`src/rtl/shreg_pkg.sv`:
```
// ---------------------------------------------------------------------------
// shreg_pkg
// Shared definitions for the d_shift_register slice.
//   mode_e  : operation selector carried on the 3-bit mode port
//   state_e : burst sequencer states
//   is_burst_mode : true for the modes that move bits (SHL..ASR), which are
//                   the only modes a burst actually steps with
// ---------------------------------------------------------------------------
package shreg_pkg;

   typedef enum logic [2:0] {
      MODE_HOLD  = 3'd0,
      MODE_LOAD  = 3'd1,
      MODE_SHL   = 3'd2,
      MODE_SHR   = 3'd3,
      MODE_ROL   = 3'd4,
      MODE_ROR   = 3'd5,
      MODE_ASR   = 3'd6,
      MODE_CLEAR = 3'd7
   } mode_e;

   typedef enum logic [1:0] {
      ST_IDLE = 2'd0,
      ST_RUN  = 2'd1,
      ST_DONE = 2'd2
   } state_e;

   function automatic logic is_burst_mode(input mode_e m);
      return (m == MODE_SHL) || (m == MODE_SHR) || (m == MODE_ROL) ||
             (m == MODE_ROR) || (m == MODE_ASR);
   endfunction

endpackage

```
`src/rtl/shift_step.sv`:
```
// ---------------------------------------------------------------------------
// shift_step
// Combinational one-bit move of the register value. Shared by the single-op
// path and the burst sequencer so both produce identical results.
// Ports:
//   q       in  WIDTH  current register value
//   sin     in  1      serial fill bit (SHL fills bit0, SHR fills MSB)
//   mode    in  mode_e operation to apply
//   next_q  out WIDTH  value after one step (q itself for non-moving modes)
//   out_bit out 1      bit shifted or rotated out
//   moves   out 1      high when mode moves bits, i.e. sout should update
// ---------------------------------------------------------------------------
module shift_step
   import shreg_pkg::*;
#(
   parameter int WIDTH = 8
) (
   input  logic [WIDTH-1:0] q,
   input  logic             sin,
   input  mode_e            mode,
   output logic [WIDTH-1:0] next_q,
   output logic             out_bit,
   output logic             moves
);

   // LOAD, CLEAR and HOLD are not moves; the top handles LOAD/CLEAR itself.
   always_comb begin
      next_q  = q;
      out_bit = 1'b0;
      moves   = 1'b1;
      case (mode)
         MODE_SHL: begin
            next_q  = {q[WIDTH-2:0], sin};
            out_bit = q[WIDTH-1];
         end
         MODE_SHR: begin
            next_q  = {sin, q[WIDTH-1:1]};
            out_bit = q[0];
         end
         MODE_ROL: begin
            next_q  = {q[WIDTH-2:0], q[WIDTH-1]};
            out_bit = q[WIDTH-1];
         end
         MODE_ROR: begin
            next_q  = {q[0], q[WIDTH-1:1]};
            out_bit = q[0];
         end
         MODE_ASR: begin
            next_q  = {q[WIDTH-1], q[WIDTH-1:1]};
            out_bit = q[0];
         end
         default: begin
            moves = 1'b0;
         end
      endcase
   end

endmodule

```
`src/rtl/d_shift_register.sv`:
```
// ---------------------------------------------------------------------------
// d_shift_register
// WIDTH-bit storage/shift element with single-cycle ops and multi-cycle
// burst shifts sequenced by a small IDLE/RUN/DONE FSM.
// Ports:
//   clk     in  1      rising-edge clock
//   rst     in  1      synchronous active-high reset
//   en      in  1      perform one op per mode this cycle (IDLE only)
//   start   in  1      begin a burst of `amount` steps (wins over en)
//   mode    in  3      HOLD/LOAD/SHL/SHR/ROL/ROR/ASR/CLEAR
//   amount  in  AMT_W  burst step count, sampled with start
//   data    in  WIDTH  parallel load value
//   sin     in  1      serial fill bit, sampled every step
//   Q       out WIDTH  register contents
//   _Q      out WIDTH  inverse of Q
//   sout    out 1      last bit shifted/rotated out
//   busy    out 1      burst steps in progress
//   done    out 1      one-cycle pulse when a burst request completes
// ---------------------------------------------------------------------------
module d_shift_register
   import shreg_pkg::*;
#(
   parameter  int WIDTH = 8,
   localparam int AMT_W = $clog2(WIDTH) + 1
) (
   input  logic             clk,
   input  logic             rst,
   input  logic             en,
   input  logic             start,
   input  logic [2:0]       mode,
   input  logic [AMT_W-1:0] amount,
   input  logic [WIDTH-1:0] data,
   input  logic             sin,
   output logic [WIDTH-1:0] Q,
   output logic [WIDTH-1:0] _Q,
   output logic             sout,
   output logic             busy,
   output logic             done
);

   state_e           state, state_n;
   mode_e            run_mode, run_mode_n;
   logic [AMT_W-1:0] cnt, cnt_n;
   logic [WIDTH-1:0] q_n;
   logic             sout_n;

   mode_e            in_mode;
   mode_e            step_mode;
   logic [WIDTH-1:0] step_q;
   logic             step_out;
   logic             step_moves;

   assign in_mode = mode_e'(mode);

   // During a burst the latched mode drives the step, so mode may change freely.
   assign step_mode = (state == ST_RUN) ? run_mode : in_mode;

   shift_step #(.WIDTH(WIDTH)) u_step (
      .q       (Q),
      .sin     (sin),
      .mode    (step_mode),
      .next_q  (step_q),
      .out_bit (step_out),
      .moves   (step_moves)
   );

   // State, data and counter registers; reset clears everything and aborts
   // any burst without a done pulse.
   always_ff @(posedge clk) begin
      if (rst) begin
         state    <= ST_IDLE;
         run_mode <= MODE_HOLD;
         cnt      <= '0;
         Q        <= '0;
         sout     <= 1'b0;
      end else begin
         state    <= state_n;
         run_mode <= run_mode_n;
         cnt      <= cnt_n;
         Q        <= q_n;
         sout     <= sout_n;
      end
   end

   // Next-state logic. A start that cannot move bits (zero amount or a
   // non-moving mode) skips RUN and goes straight to the done pulse.
   always_comb begin
      state_n    = state;
      run_mode_n = run_mode;
      cnt_n      = cnt;
      q_n        = Q;
      sout_n     = sout;
      case (state)
         ST_IDLE: begin
            if (start) begin
               if ((amount != '0) && is_burst_mode(in_mode)) begin
                  state_n    = ST_RUN;
                  run_mode_n = in_mode;
                  cnt_n      = amount;
               end else begin
                  state_n = ST_DONE;
               end
            end else if (en) begin
               case (in_mode)
                  MODE_LOAD:  q_n = data;
                  MODE_CLEAR: q_n = '0;
                  default: begin
                     q_n = step_q;
                     if (step_moves) sout_n = step_out;
                  end
               endcase
            end
         end
         ST_RUN: begin
            q_n    = step_q;
            sout_n = step_out;
            cnt_n  = cnt - AMT_W'(1);
            if (cnt == AMT_W'(1)) state_n = ST_DONE;
         end
         ST_DONE: begin
            state_n = ST_IDLE;
         end
         default: begin
            state_n = ST_IDLE;
         end
      endcase
   end

   assign _Q   = ~Q;
   assign busy = (state == ST_RUN);
   assign done = (state == ST_DONE);

endmodule

```
`config.mk`:
```
export PLATFORM = sky130hd
export DESIGN_NAME = d_shift_register
export DESIGN_NICKNAME = d
export VERILOG_FILES = /design/src/rtl/shreg_pkg.sv /design/src/rtl/shift_step.sv /design/src/rtl/d_shift_register.sv
export SDC_FILE = /design/constraint.sdc
export NUM_CORES = 1
export LEC_CHECK = 0
export BUFFER_PORTS_ARGS = -buffer_cell sky130_fd_sc_hd__buf_2
export CORE_ASPECT_RATIO = 1.2
export CORE_MARGIN = 4
export CORE_UTILIZATION = 51
export CTS_CLUSTER_DIAMETER = 80
export CTS_CLUSTER_SIZE = 40
export DETAILED_ROUTE_END_ITERATION = 10
export MAX_ROUTING_LAYER = met4
export PLACE_DENSITY_LB_ADDON = 0.05
export SLEW_MARGIN = 25
export SYNTH_ARGS = -nofsm -noshare
export SYNTH_HDL_FRONTEND = slang
export SYNTH_SLANG_ARGS = --single-unit
```
`constraint.sdc`:
```
create_clock -name clk -period 2.15 [get_ports clk]
set_input_delay 0.1075 -clock clk [delete_from_list [all_inputs] [get_ports clk]]
set_output_delay 0.1075 -clock clk [all_outputs]
set_load 0.03 [all_outputs]
```
* After elaboration in Yosys (flattened, before gate mapping)
Cells that the tools add are included.
** Cells by class
- $add $sub $neg :: 1
- Eq/ne operators :: 22
- Muxes and demuxes :: 20
- Bitwise operators :: 1
- Reduce and logical (&&, ||, !) cells :: 17
** Operator list (count)
- 8-bit one-hot mux with 5 select lines :: 1
- 8-bit one-hot mux with 2 select lines :: 2
- 3-bit == test (second input constant) :: 7
- 8-bit 2-to-1 mux :: 2
- 3-bit by 2-bit == test with 1-bit output (second input constant) :: 4
- 2-bit inequality test (second input constant) :: 6
- 3-bit AND reduction :: 3
- 4-bit 2-to-1 mux :: 2
- 8-bit inverter :: 1
- 4-bit one-hot mux with 2 select lines :: 1
- 2-bit 2-to-1 mux :: 3
- 1-bit 2-to-1 mux :: 5
- 5-bit AND reduction :: 1
- 5-bit OR reduction :: 1
- 4-bit by 1-bit == test with 1-bit output (second input constant) :: 1
- 1-bit logical OR :: 4
- 1-bit one-hot mux with 2 select lines :: 2
- 2-bit one-hot mux with 2 select lines :: 1
- 4-bit nonzero test :: 1
- 2-bit OR reduction :: 2
- 4-bit by 1-bit subtractor with 4-bit output (second input constant) :: 1
- 3-bit by 1-bit == test with 1-bit output (second input constant) :: 1
- 3-bit 2-to-1 mux :: 1
- 3-bit OR reduction :: 1
- other kinds (7) :: 7
** Word-level totals
- Register bits :: 18
- Input bits :: 20
- Output and inout port bits :: 19
- Word-level logic and storage cells :: 66

* Longest topological paths before layout
Gate-level depths: netlist of run 1.
- Depth in word-level cells :: 10
- Mapped depth :: 8
- Gate-level depth less buffers :: 6

* Modules after synthesis
A second synthesis of run 1 with hierarchy kept.
** Second synthesis, totals
- Cells, all modules :: 181
- Area total of the unflattened synthesis :: 1426.4 µm²
** By module, submodules not included
- d_shift_register :: times used 1, cells an instance 134, area each 1058.5 µm², seq. area each 360.3 µm²
- shift_step :: times used 1, cells an instance 47, area each 367.9 µm², seq. area each 0.0 µm²

* Worst setup path after synthesis of run 1
Ideal clock, no wire load.
- Path kind :: reg-to-reg
- Start point :: reg state[1]
- End point :: reg Q[3]
- Setup time :: 0.143 ns
- Arrival time :: 1.563 ns
- Required time :: 2.007 ns
- Path slack :: 0.444 ns
- Stages on the path, launching flop included :: 8
- Path buffers :: 2
- Period minus slack after synthesis :: 1.706 ns
- Cell sequence :: dfxtp_1 > nand2b_1 > and3_1 > clkbuf_2 > buf_2 > a221o_1 > a221oi_2 > a2111oi_2
** On the way
- Cells in the longest elaborated chain, start to end :: 8
- Elaborated cells between the ends (all ways) :: 17
- Classes of those cells :: eq/ne: 8; mux: 6; reduce/logical: 3
** RTL lines
- start, declared :: RTL line d_shift_register.sv:41 : state_e state, state_n;
- start signal, assigned :: RTL line d_shift_register.sv:77 : state <= state_n;
- 2-bit by 1-bit == test with 1-bit output :: RTL line d_shift_register.sv:56, d_shift_register.sv:93
- 3-bit 2-to-1 mux :: RTL line d_shift_register.sv:56 : assign step_mode = (state == ST_RUN) ? run_mode : in_mode;
- 3-bit == test or 3-bit by 2-bit == test with 1-bit output (tied branches) :: RTL line shift_step.sv:31 : case (mode)
- 8-bit one-hot mux with 5 select lines :: RTL line shift_step.sv:31
- 8-bit one-hot mux with 2 select lines :: RTL line d_shift_register.sv:104 : case (in_mode)
- 8-bit 2-to-1 mux :: RTL line d_shift_register.sv:103 : end else if (en) begin
- 8-bit 2-to-1 mux :: RTL line d_shift_register.sv:95 : if (start) begin
- 8-bit one-hot mux with 2 select lines :: RTL line d_shift_register.sv:93 : case (state)
- end signal, assigned :: RTL line d_shift_register.sv:80 : Q <= q_n;
- end, declared :: RTL line d_shift_register.sv:34 : output logic [WIDTH-1:0] Q,
Several ways; a longest one is shown, not always the timed one. The select of a mux whose other input is x is not followed.
A chain may end at the register's enable or synchronous reset.

* Worst setup path after layout of run 1
- Start point :: reg state[1]
- End point :: reg Q[4]
The elaborated chain is that of the path after synthesis.

==> qor.txt, run 1 <==
hold path cells = 3
number of global-route vias before repair = 1285
Setup crit start kind = register
cts hold-fix bufs = 0
CTS tree = built
DRT iter0 DRCs = 55
H-Tree Depth = 1
number of CTS-inserted buffers = 3
reg2reg setup slack = 0.17 ns
Synth-to-Final Area Change = 16.9%
Crit-path slowest cell = o32ai_4
Synth cell types = 49
RSZ-0062 raised after global routing = no
leading area contributor after synthesis = dfxtp_1
cell count of the worst reg-to-reg path = 6
syn_nets = 184
final period utilization = 0.922
Synth Register Bits = 18
Mapped Cells = 162
Max Clk Rate = 505 MHz
Leak Pwr = 0.000651 uW
PortBufs = 38
number of synthesis warnings = 0
HP Start = amount[3]
diode count = 0
max incr delay on CP = 0.47 ns
share of the synthesized area in the top cell type = 0.265
clock buffer depth = 2
crit path cell chain = nand2b_1, inv_2, o32ai_4, a221o_1, a221oi_1, a2111oi_2
Post-Syn Area = 0.00136 sq mm
power per cell area = 697 mW/mm^2
aggregate global-route resource usage = 0.221
Critical R2R Capture = Q[4]$_SDFFE_PP0P_
clk sinks = 18
Initial Util = 0.532
drt wl/cell = 15.4 um
setup bufs post-CTS = 0
Hold WC Path Type = in -> reg
width of the die = 55.1 um
core area = 0.00255 sq mm
VDD IR max = 427 uV
post_cts resized = 0
final hold vios = 0
grt total ovfl = 0
crit path time final = 1.98 ns
dpl cells = 225
Max-slew headroom = 0.660
Final nets = 219
Die Ht = 64.5 um
drt pass-1 iters = 5
worst path bufs/invs = 1
WHS = 0.108 ns
proportion of layout cells with a drive suffix above 1 = 0.311
WS Path Type = reg -> reg
Post-synth top flop = dfxtp_1
Final ANT Viol Nets = 0
Post-synth EDFFs = 0
Worst Tran Pin Value = 0.510 ns
Worst-Skew Late Latency = 0.30 ns
CP Max Fanout = 18
Top delay family on crit path = compound AO/OA/AOI/OAI gates
# Max-Cap Violations = 0
Reg clk slew, reported paths = 0.11 ns
Tot Pwr = 1110 uW
Via-to-Cell Ratio = 6.07
DRT Wirelength = 3.53 mm
fin cells = 229
TNS Setup = 0 ns
DRC viols = 0
Worst Hold Endpoint = cnt[3]$_SDFFE_PP0P_
clk root buf = clkbuf_4
number of I/O pins = 39
outcome = finished, final reports clean
RR Startpoint = state[1]$_SDFFE_PP0P_
top cells by area, synth = dfxtp_1 (27%), a2111oi_2 (6.6%), a21oi_1 (5.5%)
Finish-stage setup viols = 0
first-pass GRT wire length = 5.90 mm
clk_skew = 0.00169 ns
Worst setup EP type = register
Slew Viols, Final = 0
Seq/Total Area, Yosys = 0.265
Vias = 1389
largest net degree at the start of global routing = 19
Post-synth ARST share = 0
die area = 0.00356 sq mm
Critical Path RT = 2.35 ns
worst path arrival time = 2.18 ns
RePlAce Congestion = 0.842
Mean Syn Cell Area = 8.39 sq um
hpwl dp = 2.67 mm
initial antenna violation count = 0
num rows = 20
## worst max-delay path by stage
stage / from / endpoint / slack, ns / cells after the start
final: state[1]$_SDFFE_PP0P_ / Q[4]$_SDFFE_PP0P_ / 0.17 / 6
after global routing: state[1]$_SDFFE_PP0P_ / Q[4]$_SDFFE_PP0P_ / 0.007 / 6
after global placement: state[0]$_SDFFE_PP0P_ / Q[6]$_SDFFE_PP0P_ / 0.26 / 6
after CTS: state[1]$_SDFFE_PP0P_ / Q[4]$_SDFFE_PP0P_ / 0.19 / 6
after detailed placement: state[1]$_SDFFE_PP0P_ / Q[1]$_SDFFE_PP0P_ / 0.21 / 6
after floorplan: state[1]$_SDFFE_PP0P_ / Q[3]$_SDFFE_PP0P_ / 0.44 / 7
## final cells by class
type                            instances  area [sq um]
Fill cell                             262           965
Multi-Input combinational cell        120           885
Sequential cell                        18           360
Timing Repair Buffer                   42           220
Inverter                               12          45.0
Tap cell                               33          41.3
Clock buffer                            4          36.3
## flip-flops by register name (all words and copies together) (netlist names)
signal    cells
Q             8
sout          1
cnt           4
state         2
run_mode      3
## through the flow
| step | area [sq um] | utilization | setup WS, ns |
|---|---|---|---|
| 6_report | 1590 | 0.622 | 0.168 |
| 5_1_grt | 1590 | 0.622 | 0.00650 |
| 4_1_cts | 1590 | 0.622 | 0.191 |
| 3_5_place_dp | 1550 | 0.608 | 0.207 |
| 3_3_place_gp | 1550 | 0.608 | 0.260 |
| 2_1_floorplan | 1360 | - | 0.444 |
## cell usage after synthesis, types with 2 or more instances
cell type and number:
nand4_1 2, and3_1 3, dfxtp_1 18, a21oi_1 15
nor3_1 3, a211oi_1 5, clkbuf_1 4, nor2_1 8
a22o_1 2, nor3b_1 2, ha_1 2, nand2b_1 2
nand2_1 16, buf_6 2, buf_2 3, nand3_1 5
a2111oi_2 6, a221oi_1 6, inv_1 11, mux2i_1 2
nor4_1 2, a221o_1 6, o21ai_0 7, a31oi_1 2
nor2b_1 3, o211ai_1 2
## kinds of logic (layout without fill, tap and decap cells)
group / count (synthesis) / after routing / share of synthesized area
AOI/OAI and AO/OA: 63 / 63 / 0.392
xor gates and xnor gates: 3 / 3 / 0.0387
adders and majority gates: 2 / 2 / 0.0184
buffers and inverters: 24 / 58 / 0.0838
DFF: 18 / 18 / 0.265
muxes: 2 / 2 / 0.0147
and+or+nand+nor: 50 / 50 / 0.187
## metal layers
layer	global-route usage	vias to the layer above	share of wire
met3	0.0299	5	0.062
li1	-	681	-
met2	0.349	46	0.51
met1	0.284	657	0.42
met4	0.0760	0	0.012
met5	-	-	0
## worst reg2reg max path, cell delays in order (launching register included)
cell and delay [ns]:
dfxtp_1 0.42, nand2b_1 0.20, inv_2 0.16, o32ai_4 0.48, a221o_1 0.22, a221oi_1 0.06
a2111oi_2 0.34
## report_power, final
part	internal (uW)	switching, uW	total, uW
Combinational	174	287	461
Sequential	373	50.9	424
Clock	103	118	221
## cells in the final DEF, fill, tap and decap left out, types with 2 or more instances in the layout
| master | synthesis | layout |
|---|---|---|
| o211ai_1 | 2 | 2 |
| dfxtp_1 | 18 | 18 |
| nor2_1 | 8 | 8 |
| nor4_1 | 2 | 2 |
| nor2b_1 | 3 | 3 |
| ha_1 | 2 | 2 |
| buf_4 | 1 | 4 |
| and3_1 | 3 | 3 |
| nand2_1 | 16 | 16 |
| nand4_1 | 2 | 2 |
| clkbuf_4 | 0 | 3 |
| a22o_1 | 2 | 2 |
| a221o_1 | 6 | 6 |
| a2111oi_2 | 6 | 6 |
| nand2b_1 | 2 | 2 |
| nor3_1 | 3 | 3 |
| nand3_1 | 5 | 5 |
| a31oi_1 | 2 | 2 |
| mux2i_1 | 2 | 2 |
| buf_2 | 3 | 38 |
| inv_1 | 11 | 11 |
| a221oi_1 | 6 | 6 |
| nor3b_1 | 2 | 2 |
| a21oi_1 | 15 | 15 |
| a211oi_1 | 5 | 5 |
| o21ai_0 | 7 | 7 |
No activity file was read; power rests on OpenSTA's default activity.
==> inputs of run 2 (changes only) <==
Settings changed: ABC_AREA from default to 1, BUFFER_PORTS_ARGS -buffer_cell sky130_fd_sc_hd__buf_2 to default, CORE_UTILIZATION 51 to 60, DONT_BUFFER_PORTS from default to 1.
==> qor.txt, run 2 <==
RR Startpoint = state[0]$_SDFFE_PP0P_
hpwl dp = 2.36 mm
RePlAce Congestion = 0.897
number of I/O pins = 39
Sequential Power Share = 0.451
Critical Path RT = 2.38 ns
Finish-stage setup viols = 0
CP Max Fanout = 17
fin cells = 232
leading area contributor after synthesis = dfxtp_1
Worst-Skew Late Latency = 0.29 ns
Final nets = 236
Worst Tran Pin Value = 0.552 ns
clk root buf = clkbuf_4
commonest cells after routing, fill and taps aside = nand2_1 (56), inv_1 (29), nand3_1 (27), a21oi_1 (25), o21ai_0 (23)
clk sinks = 18
RSZ-0062 raised after global routing = no
Critical Path Source = state[0]$_SDFFE_PP0P_
Post-synth ARST share = 0
Slew Viols, Final = 0
cell count of the worst reg-to-reg path = 10
Tot Pwr = 1050 uW
reg2reg setup slack = 0.38 ns
Mapped Cells = 211
largest net degree at the start of global routing = 18
Max Clk Rate = 566 MHz
Pint = 586 uW
Synth Area in Compound Gates = 0.199
Synth-to-Final Area Change = 4.36%
num rows = 17
Final ANT Viol Nets = 0
PortBufs = 0
mux contribution to synthesized area = 0
number of synthesis warnings = 0
most common library cell in the layout ignoring fill and taps = nand2_1
crit path time final = 1.77 ns
Seq/Total Area, Yosys = 0.285
WS Path Type = reg -> reg
setup bufs post-CTS = 0
outcome = finished, final reports clean
top-count cell post-synth = nand2_1
Vias = 1342
fraction of the mapped netlist area in simple logic gates = 0.381
Synth Register Bits = 18
die area = 0.00291 sq mm
proportion of layout cells with a drive suffix above 1 = 0.0610
clock share of power = 0.203
Post-synth EDFFs = 0
cts hold-fix bufs = 1
Top reg by flops = Q
max reg flops = 8
TNS Setup = 0 ns
dpl cells = 227
post-synthesis xor/xnor area fraction = 0.0139
top cells by area, synth = dfxtp_1 (29%), nand2_1 (17%), nand3_1 (11%)
clock buffer depth = 2
grt total ovfl = 0
final period utilization = 0.821
Core Util, Final = 0.688
post_cts resized = 0
core area = 0.00191 sq mm
Setup crit end = Q[6]$_SDFFE_PP0P_
Die Ht = 58.3 um
width of the die = 49.9 um
diode count = 0
syn_nets = 233
DRT iter0 DRCs = 42
Synth Area in Adders = 0.0198
Max-slew headroom = 0.631
worst path arrival time = 2.00 ns
Setup crit start kind = register
DRC viols = 0
Post-synth top flop = dfxtp_1
Via-to-Cell Ratio = 5.78
drt pass-1 iters = 4
number of global-route vias before repair = 1266
aggregate global-route resource usage = 0.230
final hold vios = 0
biggest registers after layout = Q x8, cnt x4, run_mode x3
Post-Syn Area = 0.00126 sq mm
share of the synthesized area in the top cell type = 0.285
VDD IR max = 462 uV
power per cell area = 798 mW/mm^2
first-pass GRT wire length = 5.19 mm
DRT Wirelength = 3.07 mm
Hold WC Path Type = in -> reg
CTS tree = built
Critical R2R Capture = Q[6]$_SDFFE_PP0P_
H-Tree Depth = 1
drt wl/cell = 13.2 um
Filler cells = 191
Leak Pwr = 0.000626 uW
largest family of logic cells by synthesized area = simple AND/OR/NAND/NOR gates
Mean Syn Cell Area = 5.98 sq um
Reg clk slew, reported paths = 0.11 ns
Synth cell types = 23
Initial Util = 0.659
# Max-Cap Violations = 0
Worst setup EP type = register
Combinational Power Share = 0.346
number of CTS-inserted buffers = 3
initial antenna violation count = 0
clk_skew = 0.00293 ns
synth cell count leaders = nand2_1 (56), inv_1 (29), nand3_1 (27)
switching fraction of total power = 0.443
HP Start = mode[0]
P_sw = 465 uW
[run 2: cell types whose count changed after synthesis, sizes merged, moves of 4 or more]
| cell | change |
|---|---|
| a21oi | +10 |
| o21ai | +17 |
| a221o | -6 |
| buf | -5 |
| a2111oi | -6 |
| inv | +18 |
| a221oi | -7 |
| nor2 | +5 |
| nand3 | +24 |
| clkbuf | -4 |
| a211oi | -5 |
| nand2 | +45 |
[run 2: critical path, cell delays in order (launching register included)]
cell and delay, ns:
dfxtp_1 0.56, nand2_4 0.18, nand2_1 0.15, nand2_2 0.10, nor2_1 0.15, nand2_1 0.08, nand2_2 0.14, nand2_1 0.07
nand3_1 0.10, nand2_1 0.05, a21oi_1 0.12
[run 2: power by group through the flow]
stage | clock network [uW] | registers (uW) | logic (uW)
3_3_place_gp | 0 | 481 | 350
4_1_cts | 224 | 475 | 364
2_1_floorplan | 0 | 465 | 312
6_report | 214 | 474 | 364
5_1_grt | 236 | 482 | 414
3_5_place_dp | 0 | 483 | 361
[run 2: worst min path at each step]
stage	endpoint	slack, ns	depth (start not counted)
after floorplan	state[0]$_SDFFE_PP0P_	0.18	1
after global placement	state[0]$_SDFFE_PP0P_	0.18	1
after detailed placement	state[0]$_SDFFE_PP0P_	0.18	1
after CTS	Q[6]$_SDFFE_PP0P_	0.003	2
after global routing	Q[6]$_SDFFE_PP0P_	0.006	2
final	run_mode[0]$_SDFFE_PP0P_	0.01	2
[run 2: layer usage]
layer,vias up,GRT usage,wire length [um]
li1,694,-,-
met1,604,0.249,1250
met2,42,0.408,1590
met3,2,0.0463,204
met4,0,0.0949,21
met5,-,-,0
[run 2: cell families (layout without fill, tap and decap cells)]
logic type	after synthesis	after routing
adder cells (fa/ha/maj)	2	2
buffers and inverters	33	35
AO/OA/AOI/OAI	50	50
AND/OR/NAND/NOR	106	106
XOR/XNOR	2	2
flip-flops	18	18
[run 2: cell type report]
type | count | area (sq um) | share of cell area
multi-input combinational | 160 | 774 | 0.588
sequential | 18 | 360 | 0.274
inverter | 30 | 113 | 0.0855
clock buffer | 4 | 36.3 | 0.0275
tap | 19 | 23.8 | 0.0180
timing repair buffer | 1 | 10.0 | 0.00760
[run 2: stage by stage]
step                      hold slack (ns)  cell area [sq um]  setup WS (ns)
after floorplan                     0.177               1260          0.741
after global placement              0.179               1270          0.489
after detailed placement            0.180               1270          0.424
after CTS                         0.00330               1320          0.406
after global routing              0.00586               1320          0.154
final                             0.00958               1320          0.384
==> inputs of run 3 (changes only) <==
Settings changed: ABC_AREA 1 to 0.
Clock period 2.15 ns to 1.82 ns, I/O delays scaled along.
==> qor.txt, run 3 (synthesis results as in run 1) <==
Hold WC Path Type = in -> reg
RePlAce Congestion = 0.889
Max-slew headroom = 0.433
Worst-Skew Late Latency = 0.29 ns
cell count of the worst reg-to-reg path = 6
Synth-to-Final Area Change = 22.9%
drt pass-1 iters = 7
Place WS = 0.0178 ns
proportion of layout cells with a drive suffix above 1 = 0.301
Most Crowded Layer GR = met2
num rows = 18
hold path cells = 2
worst path arrival time = 1.99 ns
H-Tree Depth = 1
Worst Hold Endpoint = Q[7]$_SDFFE_PP0P_
Via-to-Cell Ratio = 6.61
Vias = 1408
initial antenna violation count = 0
hpwl dp = 2.53 mm
clk_skew = 0.00361 ns
crit path time final = 1.78 ns
drt wl/cell = 18.1 um
commonest cells after routing, fill and taps aside = buf_4 (20), nand2_1 (16), dfxtp_1 (15), a21oi_1 (15), inv_1 (11)
Max Clk Rate = 562 MHz
RR Startpoint = state[1]$_SDFFE_PP0P_
power per cell area = 806 mW/mm^2
DRC viols = 0
DRT iter0 DRCs = 45
Worst setup EP type = register
CP Max Fanout = 11
CTS tree = built
WS Path Type = reg -> reg
biggest registers after layout = Q x8, cnt x4, run_mode x3
Finished Cell Area = 0.00167 sq mm
register area = 364 sq um
clock buffer depth = 2
number of CTS-inserted buffers = 3
Reg clk slew, reported paths = 0.11 ns
M3 GR Usage = 0.0449
width of the die = 51.4 um
core area = 0.00212 sq mm
number of I/O pins = 39
first-pass GRT wire length = 5.78 mm
grt total ovfl = 0
Initial Util = 0.642
max reg flops = 8
PortBufs = 0
number of global-route vias before repair = 1324
clk root buf = clkbuf_4
DRT Wirelength = 3.86 mm
Final ANT Viol Nets = 0
clk sinks = 18
setup ws final = 0.0392 ns
Top reg by flops = Q
Leak Pwr = 0.000639 uW
most common library cell in the layout ignoring fill and taps = buf_4
Tot Pwr = 1350 uW
Filler cells = 157
met2 usage = 0.425
final period utilization = 0.978
Finish-stage setup viols = 0
Final nets = 206
reg2reg setup slack = 0.04 ns
Setup crit start kind = register
diode count = 0
Worst Tran Pin Value = 0.848 ns
HP Start = data[7]
area of the multi-input gates = 943 sq um
Placed Area = 0.00145 sq mm
Slew Viols, Final = 0
Critical Path RT = 2.03 ns
VDD IR max = 573 uV
final hold vios = 0
Die Ht = 60.1 um
met1 usage = 0.285
outcome = finished, final reports clean
die area = 0.00309 sq mm
aggregate global-route resource usage = 0.249
# Max-Cap Violations = 0
largest net degree at the start of global routing = 19
Critical R2R Capture = Q[0]$_SDFFE_PP0P_
[run 3: changes by cell type in the layout (fill, tap and decap cells not counted), sizes merged, moves of 6 or more]
| cell | before | now |
|---|---|---|
| o21ai | 24 | 7 |
| nand2 | 61 | 16 |
| a221oi | 0 | 7 |
| a2111oi | 0 | 6 |
| inv | 30 | 12 |
| a221o | 0 | 6 |
| nand3 | 29 | 5 |
| buf | 0 | 22 |
| a21oi | 25 | 15 |
[run 3: cell type report]
cell class	count	share of cell area
inverters	12	0.0285
flip-flops and latches	18	0.218
clock buffers	4	0.0217
repair buffers	28	0.145
well taps	30	0.0225
multi-input cells	121	0.565
[run 3: critical path: stages (launching register included)]
cell and delay (ns):
dfxtp_2 0.35, nand2b_2 0.23, inv_4 0.15, nor2_1 0.08, a22o_2 0.32, a311o_1 0.36, a311oi_2 0.20
[run 3: how the worst max path moves through the flow]
stage                             start  cells after the start                end
2_1_floorplan     state[1]$_SDFFE_PP0P_                      7  Q[3]$_SDFFE_PP0P_
3_3_place_gp   run_mode[2]$_SDFFE_PP0P_                      5  Q[0]$_SDFFE_PP0P_
3_5_place_dp   run_mode[2]$_SDFFE_PP0P_                      5  Q[0]$_SDFFE_PP0P_
4_1_cts        run_mode[1]$_SDFFE_PP0P_                      5  Q[0]$_SDFFE_PP0P_
5_1_grt           state[0]$_SDFFE_PP0P_                      6  Q[0]$_SDFFE_PP0P_
6_report          state[1]$_SDFFE_PP0P_                      6  Q[0]$_SDFFE_PP0P_
[run 3: per-stage QoR]
stage / util / setup TNS (ns) / hold WS (ns) / std cells
finish: 0.789 / 0 / 0.0242 / 213
global route: 0.789 / -0.0356 / 0.0269 / 213
CTS: 0.732 / 0 / 0.0192 / 205
detailed placement: 0.686 / 0 / 0.163 / 195
global placement: 0.686 / 0 / 0.162 / 195
floorplan: - / 0 / 0.265 / 162
[run 3: what timing repair did]
item / CTS / global route
endpoints found under the hold margin: 18 / 0
gates cloned: 0 / 1
gates resized for setup: 1 / 16
hold buffers: 6 / 0
pin swaps: 1 / 8
setup buffers: 0 / 7
endpoints found under the setup margin: 1 / 8
[run 3: per-layer routing]
layer	vias to the layer above	wire length (um)
met4	0	38
met3	6	361
li1	665	-
met5	-	0
met2	78	1980
met1	659	1480
[run 3: report_power, final]
part	switching [uW]	internal [uW]	total [uW]
logic	303	239	542
registers	107	442	549
clock network	132	122	254
